**src/rtl/mem_io_responder.sv**
```systemverilog
// mem_io_responder: far-end responder on the processor memory bus.
// Decodes ADDR every cycle and returns registered read data on Din with
// one cycle of latency. Write data lands in the addressed RAM word or I/O
// register on the same edge. Reads always return the value from before
// that edge.
// Also holds the LED and display registers, a synchronized switch port,
// and a prescaled 9-bit timer with a sticky wrap flag.

module mem_io_responder #(
    parameter int RAM_DEPTH   = 128,
    parameter int PRESCALE    = 50,
    parameter int SYNC_STAGES = 2
) (
    input  logic       clk,
    input  logic       rst,
    input  logic [8:0] ADDR,
    input  logic [8:0] Dout,
    input  logic       W,
    output logic [8:0] Din,
    input  logic [8:0] SW,
    output logic [8:0] LEDR,
    output logic [8:0] HEX_DATA,
    output logic       TMR_WRAP
);

    localparam int AW = (RAM_DEPTH > 1) ? $clog2(RAM_DEPTH) : 1;
    localparam int PW = (PRESCALE > 1) ? $clog2(PRESCALE) : 1;
    localparam logic [7:0]    DEPTH8 = 8'(RAM_DEPTH);
    localparam logic [PW-1:0] PTERM  = PW'(PRESCALE - 1);

    localparam logic [8:0] A_LEDR  = 9'h100;
    localparam logic [8:0] A_HEX   = 9'h101;
    localparam logic [8:0] A_SW    = 9'h110;
    localparam logic [8:0] A_TCNT  = 9'h120;
    localparam logic [8:0] A_TSTAT = 9'h121;

    logic [8:0]    ram [RAM_DEPTH];
    logic [8:0]    sw_sync [SYNC_STAGES];
    logic [AW-1:0] ram_idx;
    logic          ram_hit;
    logic [8:0]    ram_rd;
    logic [8:0]    rd_data;
    logic [8:0]    tmr_cnt;
    logic [PW-1:0] presc;
    logic          run_en;
    logic          wrap_flag;
    logic          tick;
    logic          wr_cnt;
    logic          wr_stat;
    logic          wrap_set;

    // RAM sits in the low quarter; an index past the RAM depth is not backed by storage.
    assign ram_hit = (ADDR[8:7] == 2'b00) && ({1'b0, ADDR[6:0]} < DEPTH8);
    assign ram_idx = ADDR[AW-1:0];
    assign ram_rd  = ram[ram_idx];

    assign wr_cnt   = W && (ADDR == A_TCNT);
    assign wr_stat  = W && (ADDR == A_TSTAT);
    assign tick     = run_en && (presc == PTERM);
    // A CPU write to the counter cancels that edge's increment, so it cannot wrap.
    assign wrap_set = tick && !wr_cnt && (tmr_cnt == 9'h1FF);

    assign TMR_WRAP = wrap_flag;

    // RAM write port; contents survive reset but a reset edge blocks the write.
    always_ff @(posedge clk) begin
        if (!rst && W && ram_hit) begin
            ram[ram_idx] <= Dout;
        end
    end

    // Switch synchronizer chain; the last stage is the value software sees.
    always_ff @(posedge clk) begin
        if (rst) begin
            for (int i = 0; i < SYNC_STAGES; i++) begin
                sw_sync[i] <= '0;
            end
        end else begin
            sw_sync[0] <= SW;
            for (int i = 1; i < SYNC_STAGES; i++) begin
                sw_sync[i] <= sw_sync[i-1];
            end
        end
    end

    // Read mux; this sees pre-edge state, so Din returns the old value.
    always_comb begin
        rd_data = '0;
        if (ram_hit) begin
            rd_data = ram_rd;
        end else begin
            case (ADDR)
                A_LEDR:  rd_data = LEDR;
                A_HEX:   rd_data = HEX_DATA;
                A_SW:    rd_data = sw_sync[SYNC_STAGES-1];
                A_TCNT:  rd_data = tmr_cnt;
                A_TSTAT: rd_data = {7'b0, run_en, wrap_flag};
                default: rd_data = '0;
            endcase
        end
    end

    // Registered read data plus the two plain output registers.
    always_ff @(posedge clk) begin
        if (rst) begin
            Din      <= '0;
            LEDR     <= '0;
            HEX_DATA <= '0;
        end else begin
            Din <= rd_data;
            if (W && ADDR == A_LEDR) begin
                LEDR <= Dout;
            end
            if (W && ADDR == A_HEX) begin
                HEX_DATA <= Dout;
            end
        end
    end

    // Timer: prescaler, counter, run enable and sticky wrap flag (a set beats a clear).
    always_ff @(posedge clk) begin
        if (rst) begin
            presc     <= '0;
            tmr_cnt   <= '0;
            run_en    <= 1'b1;
            wrap_flag <= 1'b0;
        end else begin
            if (run_en) begin
                presc <= tick ? '0 : presc + 1'b1;
            end
            if (wr_cnt) begin
                tmr_cnt <= Dout;
            end else if (tick) begin
                tmr_cnt <= tmr_cnt + 9'd1;
            end
            if (wrap_set) begin
                wrap_flag <= 1'b1;
            end else if (wr_stat && Dout[0]) begin
                wrap_flag <= 1'b0;
            end
            if (wr_stat) begin
                run_en <= Dout[1];
            end
        end
    end

endmodule

```
**config.mk**
```make
export PLATFORM = sky130hd
export DESIGN_NAME = mem_io_responder
export DESIGN_NICKNAME = d
export VERILOG_FILES = /design/src/rtl/mem_io_responder.sv
export SDC_FILE = /design/constraint.sdc
export NUM_CORES = 1
export LEC_CHECK = 0
export CORE_MARGIN = 5
export CORE_UTILIZATION = 45
export DETAILED_ROUTE_END_ITERATION = 10
export REMOVE_ABC_BUFFERS = 1
export SYNTH_ARGS = -nofsm -noshare
export SYNTH_HDL_FRONTEND = slang
export SYNTH_SLANG_ARGS = --single-unit
```
**constraint.sdc**
```tcl
create_clock -name clk -period 5.32 [get_ports clk]
set_input_delay 0.798 -clock clk [delete_from_list [all_inputs] [get_ports clk]]
set_output_delay 0.798 -clock clk [all_outputs]
set_load 0.02 [all_outputs]
```
==> out/results.txt, run 1 <==
Fmax = 235 MHz
Synthesized instance count = 2,795
WP data required = 5890 ps
Number of synthesized register bits = 1,214
Post-synth top cells = edfxtp_1 (1,152), mux2i_1 (597), o22ai_1 (252), nor2_1 (237), buf_2 (86)
Top_reg_cell synth = edfxtp_1
M2 GR Usage = 0.338
Ranking of synthesized cells by area = edfxtp_1 (73%), mux2i_1 (13%), o22ai_1 (3.3%)
Power per cell area = 369 nW/um^2
Cell variety after synth = 49
Post-synth EDFFs = 1,152
CTS tree = done
Core Box Area = 104,000 um^2
TritonCTS Buffers = 118
Hpwl dp = 75,700 um
Reg2reg path depth = 6
Asr flop ratio synth = 0
Mapped Area = 47,100 um^2
Rel. slew slack = 0.207
Worst Path Max Fanout = 22
Non-filler cells, final = 4,376
Crit path buffers/inverters = 2
CTS root buf = clkbuf_16
Initial antenna violation count = 4
Setup Viol. Count Final = 0
Instance count on the critical path = 8
Hold path cells = 1
Status = complete, no violations
Final net count = 2,929
Final ANT Viol Nets = 0
Fin util = 0.513
Most Used Layer, Global Route = met2
Sequential share of power = 0.534
RR Startpoint = ram[87][8]$_DFFE_PP_
DRT Wirelength = 122,000 um
MaxCap Viol Count = 0
Boundary Pins = 58
Area growth syn-to-layout = 12.8%
Fraction of layout cells with a size suffix above 1 = 0.0978
Seq/Total Area, Yosys = 0.760
Final period demand of the worst path = 4260 ps
Filler cells = 8,280
Combinational Power Share = 0.042
Cts repair resizes = 0
I/O Buffers = 57
FP Rows = 118
Remaining Overflow, GRT = 0
Area leader, netlist = edfxtp_1
Drt first pass iters = 6
Final hold viol count = 0
GRT Util Overall = 0.214
Clk_lat worst skew = 700 ps
CP Cell Sequence = clkdlybuf4s50_1 -> nand4b_1 -> buf_4 -> o22ai_1 -> nor4_1 -> nand3_1 -> nand4_1 -> o21ai_1
Crit. End Element = flip-flop
Die X = 334 um
HP Class = reg2reg
CP Class = in2reg
Setup Skew = 24.7 ps
Placed cell areas = 49,300 um^2
Die area = 111,000 um^2
Setup crit start = ADDR[1]
Worst hold margin = 433 ps
Delay-heaviest family, CP = simple AND/OR/NAND/NOR gates
Largest net degree at the start of global routing = 85
P_sw = 4.14 mW
Share of the synthesized area in the top cell type = 0.734
Met3 Use GR = 0.0373
Via count = 25,800
CP max-delay cell = nand4b_1
Post-CTS Setup Repair Bufs = 0
Unrepaired setup endpoints after global routing = no
Clk buf depth = 3
Final cycle utilization of the critical path = 0.801
Post-route cell area = 53,200 um^2
Worst-Margin Slew = 1180 ps
Detailed-route DRC error count = 0
Clock slew at reported path FFs = 70 ps
Slew Viols, Final = 0
Switching share of power = 0.211
Syn Area/Cell = 16.9 um^2
Vias in the first global route = 25,200
Worst hold start = sw_sync[0][7]$_SDFF_PP0_
Clk sinks = 1,214
Hold_buf cts = 0
Initial core utilization = 0.454
Gpl congestion = 0.876
Most common cell in the netlist = edfxtp_1
Die height = 334 um
Met1 Use GR = 0.308
H-tree Lvls = 3
Critical path's largest stage delay = 1090 ps
DRT iter0 DRCs = 2,897
First-pass GRT wire length = 177,000 um
Dpl cells = 4,155
Worst VDD drop = 0.296 mV
LEAKAGE = 18.1 nW
Type of origin of the critical path = input pin
Final TNS setup = 0 ps
Pint = 15.5 mW
YS warnings = 0
Wire per inst = 27.8 um
Vias per inst = 5.90
WP data arrival = 4830 ps
Clk pwr share = 0.424
==> registers in the layout (all words and copies together), names as in the netlist <==
signal and count:
HEX_DATA 9, run_en 1, tmr_cnt 9, TMR_WRAP 1, sw_sync 18, ram 1152
LEDR 9, Din 9, presc 6
==> power groups by stage <==
| stage | clock network (mW) | logic, mW | registers, mW |
|---|---|---|---|
| after floorplan | 0 | 0.285 | 10.7 |
| after global placement | 0 | 0.816 | 10.7 |
| after detailed placement | 0 | 0.828 | 10.7 |
| after CTS | 8.42 | 0.829 | 10.5 |
| after global routing | 8.85 | 0.869 | 10.5 |
| final | 8.31 | 0.830 | 10.5 |
==> final cells by class <==
cell class,instances,area (um^2),share of cell area
multi-input combinational,1420,10500,0.198
tap,1380,1730,0.0325
sequential,1214,35800,0.674
inverter,1,3.75,0.0000706
timing repair buffer,140,1250,0.0234
clock buffer,144,3130,0.0589
clock inverter,76,734,0.0138
antenna,1,2.50,0.0000470
==> per-layer routing <==
metal,wire length (um),share of wire
met5,0,0
met4,3310,0.027
met1,51500,0.42
met2,57000,0.47
met3,10000,0.082
==> through the flow <==
step / power (mW) / setup slack (ps)
after detailed placement: 11.5 / 553
after global routing: 20.2 / 1110
after CTS: 19.7 / 1300
after floorplan: 11.0 / 2530
final: 19.6 / 1060
after global placement: 11.5 / 596
==> cells by family after synthesis <==
family | count (synthesis) | share of synthesized area
adder cells (fa/ha/maj) | 4 | 0.00106
buffers and inverters | 161 | 0.0173
flip-flops | 1214 | 0.760
AND/OR/NAND/NOR | 470 | 0.0482
multiplexers | 597 | 0.127
AO/OA/AOI/OAI | 338 | 0.0445
XOR/XNOR | 11 | 0.00204
==> worst reg2reg max path, cell delays in order, from the launching register on <==
cell      delay [ps]
edfxtp_1         360
mux2i_1          230
o22ai_1          160
nor4_1           700
nand3_1          410
nand4_1          280
o21ai_1           90
==> worst paths after layout <==
check                                            endpoint  slack [ps]
worst max-delay path                    Din[8]$_SDFF_PP0_        1060
worst min-delay path            sw_sync[0][16]$_SDFF_PP0_         430
worst max register to register          Din[8]$_SDFF_PP0_        2940
worst min register to register  sw_sync[0][16]$_SDFF_PP0_         430
==> cell usage in the layout (no fill, tap or decap), types with 36 or more instances in the layout <==
cell type        Yosys  layout
nor2_1             237     237
o22ai_1            252     252
edfxtp_1          1152    1152
nand3_1             44      44
nand2_1             40      40
clkdlybuf4s50_1      0      46
clkbuf_16            0     118
mux2i_1            597     597
o21ai_0             36      36
nor3_1              42      42
nor4_1              36      36
dfxtp_1             62      62
buf_4               11      86
Power figures use the tool's default switching activity.
==> inputs of run 2 (changes only) <==
==> constraint.sdc (replaced) <==
create_clock -name clk -period 3.55 [get_ports clk]
set_input_delay 0.5325 -clock clk [delete_from_list [all_inputs] [get_ports clk]]
set_output_delay 0.5325 -clock clk [all_outputs]
set_load 0.02 [all_outputs]
==> out/results.txt, run 2 (same netlist as run 1, synthesis figures left out) <==
Slew Viols, Final = 0 (unchanged)
Worst hold start = Dout[2]
HP Class = in2reg
WP data arrival = 3460 ps (-1370 ps)
Commonest non-fill, non-tap cells in the layout = edfxtp_1 (1,152), mux2i_1 (597), buf_4 (254), o22ai_1 (252), nor2_1 (237)
Reg2Reg Setup Slack = 1200 ps (-1740 ps)
Commonest non-fill, non-tap cell in the layout = edfxtp_1
Rel. slew slack = 0.354 (+0.147)
TritonCTS Buffers = 120 (+1.7%)
LEAKAGE = 19.2 nW (+6.2%)
Dpl cells = 4,342 (+4.5%)
Initial core utilization = 0.454 (unchanged)
WHS Endpoint = ram[74][2]$_DFFE_PP_
Worst-Margin Slew = 970 ps (-214 ps)
Non-filler cells, final = 4,563 (+4.3%)
Crit. End Element = flip-flop
Final hold viol count = 0 (unchanged)
Remaining Overflow, GRT = 0 (unchanged)
Wire per inst = 29.0 um (+4.2%)
Die height = 334 um (unchanged)
Max reg flops = 1,152 (unchanged)
Fraction of layout cells with a size suffix above 1 = 0.149 (+0.0509)
DRT iter0 DRCs = 3,085 (+6.5%)
Cts repair resizes = 0 (unchanged)
FP Rows = 118 (unchanged)
Largest registers = ram (1152), sw_sync (18)
WP data required = 4120 ps (-1770 ps)
CTS root buf = clkbuf_16
H-tree Lvls = 3 (unchanged)
Vias per inst = 5.85 (-0.74%)
Hpwl dp = 85,800 um (+13%)
Final net count = 3,118 (+6.5%)
Die area = 111,000 um^2 (unchanged)
Clk sinks = 1,214 (unchanged)
Initial antenna violation count = 5 (+1)
RR Startpoint = run_en$_SDFFE_PP1N_
Worst VDD drop = 0.453 mV (+53%)
Final cycle utilization of the critical path = 0.815
Register with the most flip-flops = ram
Power per cell area = 545 nW/um^2 (+48%)
Worst Path Max Fanout = 21 (-4.5%)
Final period demand of the worst path = 2890 ps
DRT Wirelength = 132,000 um (+8.7%)
Area growth syn-to-layout = 16.7%
I/O Buffers = 57 (unchanged)
Type of origin of the critical path = input pin
CP max-delay cell = clkdlybuf4s50_1
Drt first pass iters = 5 (-1)
Via count = 26,700 (+3.5%)
MaxCap Viol Count = 0 (unchanged)
Clock slew at reported path FFs = 60 ps (about the same)
Clk buf depth = 3 (unchanged)
Detailed-route DRC error count = 0 (unchanged)
Clk_lat worst skew = 710 ps (about the same)
CTS tree = done
Core Box Area = 104,000 um^2 (unchanged)
Top cell by count, worst path = buf_4
Post-CTS Setup Repair Bufs = 0 (unchanged)
CP Cell Sequence = clkdlybuf4s50_1 -> buf_4 -> or4b_4 -> buf_4 -> o22ai_1 -> nor4_1 -> nand3_1 -> nand4_1 -> o21ai_1
Setup Skew = 33.5 ps (+8.76 ps)
Vias in the first global route = 26,400 (+4.5%)
Hold_buf cts = 0 (unchanged)
Boundary Pins = 58 (unchanged)
Critical path's largest stage delay = 560 ps (-530 ps)
GRT Util Overall = 0.232 (+0.0179)
Final Power = 30.0 mW (+53%)
Final TNS setup = 0 ps (unchanged)
Status = complete, no violations
Worst R2R End = tmr_cnt[4]$_SDFFE_PP0P_
Setup Viol. Count Final = 0 (unchanged)
Gpl congestion = 0.912 (+4.2%)
Reg2reg path depth = 6 (unchanged)
CP Class = in2reg
Die X = 334 um (unchanged)
Worst hold margin = 367 ps (-65.3 ps)
Largest net degree at the start of global routing = 133 (+56%)
First-pass GRT wire length = 188,000 um (+6.2%)
Hold path cells = 1 (unchanged)
Final ANT Viol Nets = 0 (unchanged)
Unrepaired setup endpoints after global routing = no
Fmax = 346 MHz
==> run 2: cell count changes in the layout (fill, tap and decap cells not counted), sizes merged <==
cell,change
buf,+187
bufinv,+7
clkbuf,+6
clkinv,-20
clkinvlp,+2
diode,+1
inv,+4
==> run 2: cell type report <==
| class | instances | area, um^2 |
|---|---|---|
| clock inverter | 69 | 860 |
| tap | 1380 | 1730 |
| sequential | 1214 | 35800 |
| fill | 8289 | 48800 |
| multi-input combinational | 1420 | 10500 |
| clock buffer | 150 | 3180 |
| inverter | 1 | 3.75 |
| antenna | 2 | 5.00 |
| timing repair buffer | 327 | 2890 |
==> run 2: stage by stage <==
step	setup WS, ps	util	cell area [um^2]
final	658	0.530	55000
after global routing	603	0.530	55000
after CTS	793	0.530	55000
after detailed placement	34.4	0.491	51000
after global placement	-13.2	0.491	51000
after floorplan	1030	-	46300
==> run 2: per-layer routing <==
layer	GRT usage	up-vias	wire, um
met1	0.317	13600	54200
met3	0.0677	221	13100
met4	0.0730	2	4120
met5	0	-	13
met2	0.362	1264	61000
li1	-	11600	-
==> run 2: worst max-delay path by stage <==
stage	slack, ps	start	end	cells past startpoint
after floorplan	1030	ADDR[8]	ram[110][0]$_DFFE_PP_	4
after global placement	-10	ADDR[3]	Din[3]$_SDFF_PP0_	9
after detailed placement	30	ADDR[3]	Din[3]$_SDFF_PP0_	9
final	660	ADDR[3]	Din[2]$_SDFF_PP0_	9
after global routing	600	ADDR[3]	Din[3]$_SDFF_PP0_	9
after CTS	790	ADDR[3]	Din[3]$_SDFF_PP0_	9
==> run 2: worst max-delay path: cells and delay by family <==
kind / cells / cell delay, ps
AO/OA/AOI/OAI: 2 / 210
buffers and inverters: 3 / 1210
AND/OR/NAND/NOR: 4 / 1490
==> run 2: report_power, final <==
group          switching (mW)  internal (mW)  leakage, nW
combinational           0.917          0.418         6.39
sequential             0.0184           15.7         10.9
clock                    5.27           7.70         1.96
total                    6.21           23.8         19.2
==> inputs of run 3 (changes only) <==
==> constraint.sdc (replaced) <==
create_clock -name clk -period 2.5 [get_ports clk]
set_input_delay 0.375 -clock clk [delete_from_list [all_inputs] [get_ports clk]]
set_output_delay 0.375 -clock clk [all_outputs]
set_load 0.02 [all_outputs]
==> out/results.txt, run 3 (same netlist as run 1, synthesis figures left out) <==
Drt first pass iters = 6 (+1)
Critical path's largest stage delay = 580 ps (+20 ps)
Worst Path Max Fanout = 30 (+43%)
Worst hold margin = 96.6 ps (-271 ps)
Placed cell areas = 53,200 um^2 (+4.4%)
Status = complete, no violations
Non-filler cells, final = 4,788 (+4.9%)
Fraction of layout cells with a size suffix above 1 = 0.205 (+0.0563)
Vias per inst = 5.76 (-1.7%)
TritonCTS Buffers = 119 (-0.83%)
Hold_buf cts = 0 (unchanged)
WP data required = 3050 ps (-1070 ps)
Fmax = 409 MHz
Unrepaired setup endpoints after global routing = no
LEAKAGE = 20.5 nW (+6.9%)
Core Box Area = 104,000 um^2 (unchanged)
Clk sinks = 1,214 (unchanged)
CP Class = in2reg
Crit. End Element = flip-flop
DRT Wirelength = 132,000 um (about the same)
Commonest non-fill, non-tap cells in the layout = edfxtp_1 (1,152), mux2i_1 (597), buf_4 (419), o22ai_1 (252), nor2_1 (237)
Power per cell area = 744 nW/um^2 (+36%)
MaxCap Viol Count = 0 (unchanged)
Worst-Margin Slew = 856 ps (-114 ps)
I/O Buffers = 57 (unchanged)
Post-Place Setup Slack = -831 ps (-865 ps)
Gpl congestion = 0.946 (+3.7%)
Clk_lat worst skew = 700 ps (about the same)
First-pass GRT wire length = 190,000 um (+1.5%)
Type of origin of the critical path = input pin
Remaining Overflow, GRT = 0 (unchanged)
Final hold viol count = 0 (unchanged)
Filler cells = 8,102 (-2.3%)
Final net count = 3,333 (+6.9%)
Register with the most flip-flops = ram
Via count = 27,600 (+3.2%)
Largest registers = ram (1152), sw_sync (18)
Post-route cell area = 57,300 um^2 (+4.1%)
H-tree Lvls = 3 (unchanged)
Clock slew at reported path FFs = 60 ps (about the same)
Initial core utilization = 0.454 (unchanged)
Area growth syn-to-layout = 21.5%
Commonest non-fill, non-tap cell in the layout = edfxtp_1
CP Cell Sequence = clkdlybuf4s50_1 -> buf_4 -> nand4bb_2 -> buf_12 -> buf_4 -> o22ai_1 -> nor4_1 -> buf_4 -> nand3_1 -> nand4_1 -> o21ai_1
Die area = 111,000 um^2 (unchanged)
Largest net degree at the start of global routing = 81 (-39%)
Fin util = 0.552 (+0.0218)
Top cell by count, worst path = buf_4
CP max-delay cell = clkdlybuf4s50_1
Max reg flops = 1,152 (unchanged)
Initial antenna violation count = 4 (-1)
Detailed-route DRC error count = 0 (unchanged)
Final cycle utilization of the critical path = 0.979
Slew Viols, Final = 0 (unchanged)
CTS root buf = clkbuf_16
Boundary Pins = 58 (unchanged)
Setup Viol. Count Final = 0 (unchanged)
Dpl cells = 4,558 (+5.0%)
CTS tree = done
Clk buf depth = 3 (unchanged)
Final ANT Viol Nets = 0 (unchanged)
Setup Skew = 21.3 ps (-12.2 ps)
Hpwl dp = 89,100 um (+3.8%)
Vias in the first global route = 27,600 (+4.8%)
Wire per inst = 27.6 um (-4.8%)
WP data arrival = 3000 ps (-460 ps)
Final period demand of the worst path = 2450 ps
Die X = 334 um (unchanged)
Die height = 334 um (unchanged)
Setup WS post-layout = 53.3 ps (-605 ps)
Worst VDD drop = 0.691 mV (+52%)
DRT iter0 DRCs = 3,111 (+0.84%)
HP Class = in2reg
Rel. slew slack = 0.429 (+0.0758)
FP Rows = 118 (unchanged)
GRT Util Overall = 0.233 (+0.000669)
-- run 3: what timing repair did --
action,in CTS,in global routing
gates resized for setup,1,3
setup buffers,0,0
setup endpoints to repair,1,2
-- run 3: stage by stage --
step           TNS (ps)  total power [mW]
6_report              0              42.6
5_1_grt               0              43.8
4_1_cts               0              42.9
3_5_place_dp    -190350              24.9
3_3_place_gp    -157810              24.8
2_1_floorplan         0              23.3
-- run 3: layout make-up --
cell class                      count  area, um^2  share of cell area
Clock inverter                     63         687              0.0120
Sequential cell                  1214       35800               0.626
Inverter                            1        3.75           0.0000655
Multi-Input combinational cell   1420       10500               0.184
Timing Repair Buffer              543        5150              0.0899
Antenna cell                        3        7.51            0.000131
Clock buffer                      164        3320              0.0580
Tap cell                         1380        1730              0.0301
-- run 3: routing by layer --
layer,vias to the layer above,global-route usage,part of all wire
li1,12100,-,-
met1,14100,0.320,0.41
met2,1209,0.381,0.48
met3,211,0.0488,0.083
met4,2,0.0630,0.026
met5,-,0,0.000098
-- run 3: critical path: cells and delay by family --
kind	cells	cell delay (ps)
AO/OA/AOI/OAI	2	180
buffers and inverters	5	1400
AND/OR/NAND/NOR	4	1010
-- run 3: final timing paths --
| check | startpoint | endpoint | slack [ps] | cells after the start |
|---|---|---|---|---|
| hold reg to reg | sw_sync[0][3]$_SDFF_PP0_ | sw_sync[0][12]$_SDFF_PP0_ | 440 | 1 |
| setup / recovery | ADDR[3] | Din[7]$_SDFF_PP0_ | 50 | 11 |
| setup reg to reg | run_en$_SDFFE_PP1N_ | tmr_cnt[4]$_SDFFE_PP0P_ | 380 | 6 |
| hold / removal | Dout[1] | ram[17][1]$_DFFE_PP_ | 100 | 1 |
-- run 3: report_power, final --
part | internal [mW] | switching [mW] | total (mW)
Clock | 10.7 | 7.44 | 18.2
Sequential | 22.3 | 0.0249 | 22.3
Combinational | 0.821 | 1.35 | 2.18
Total | 33.8 | 8.82 | 42.6
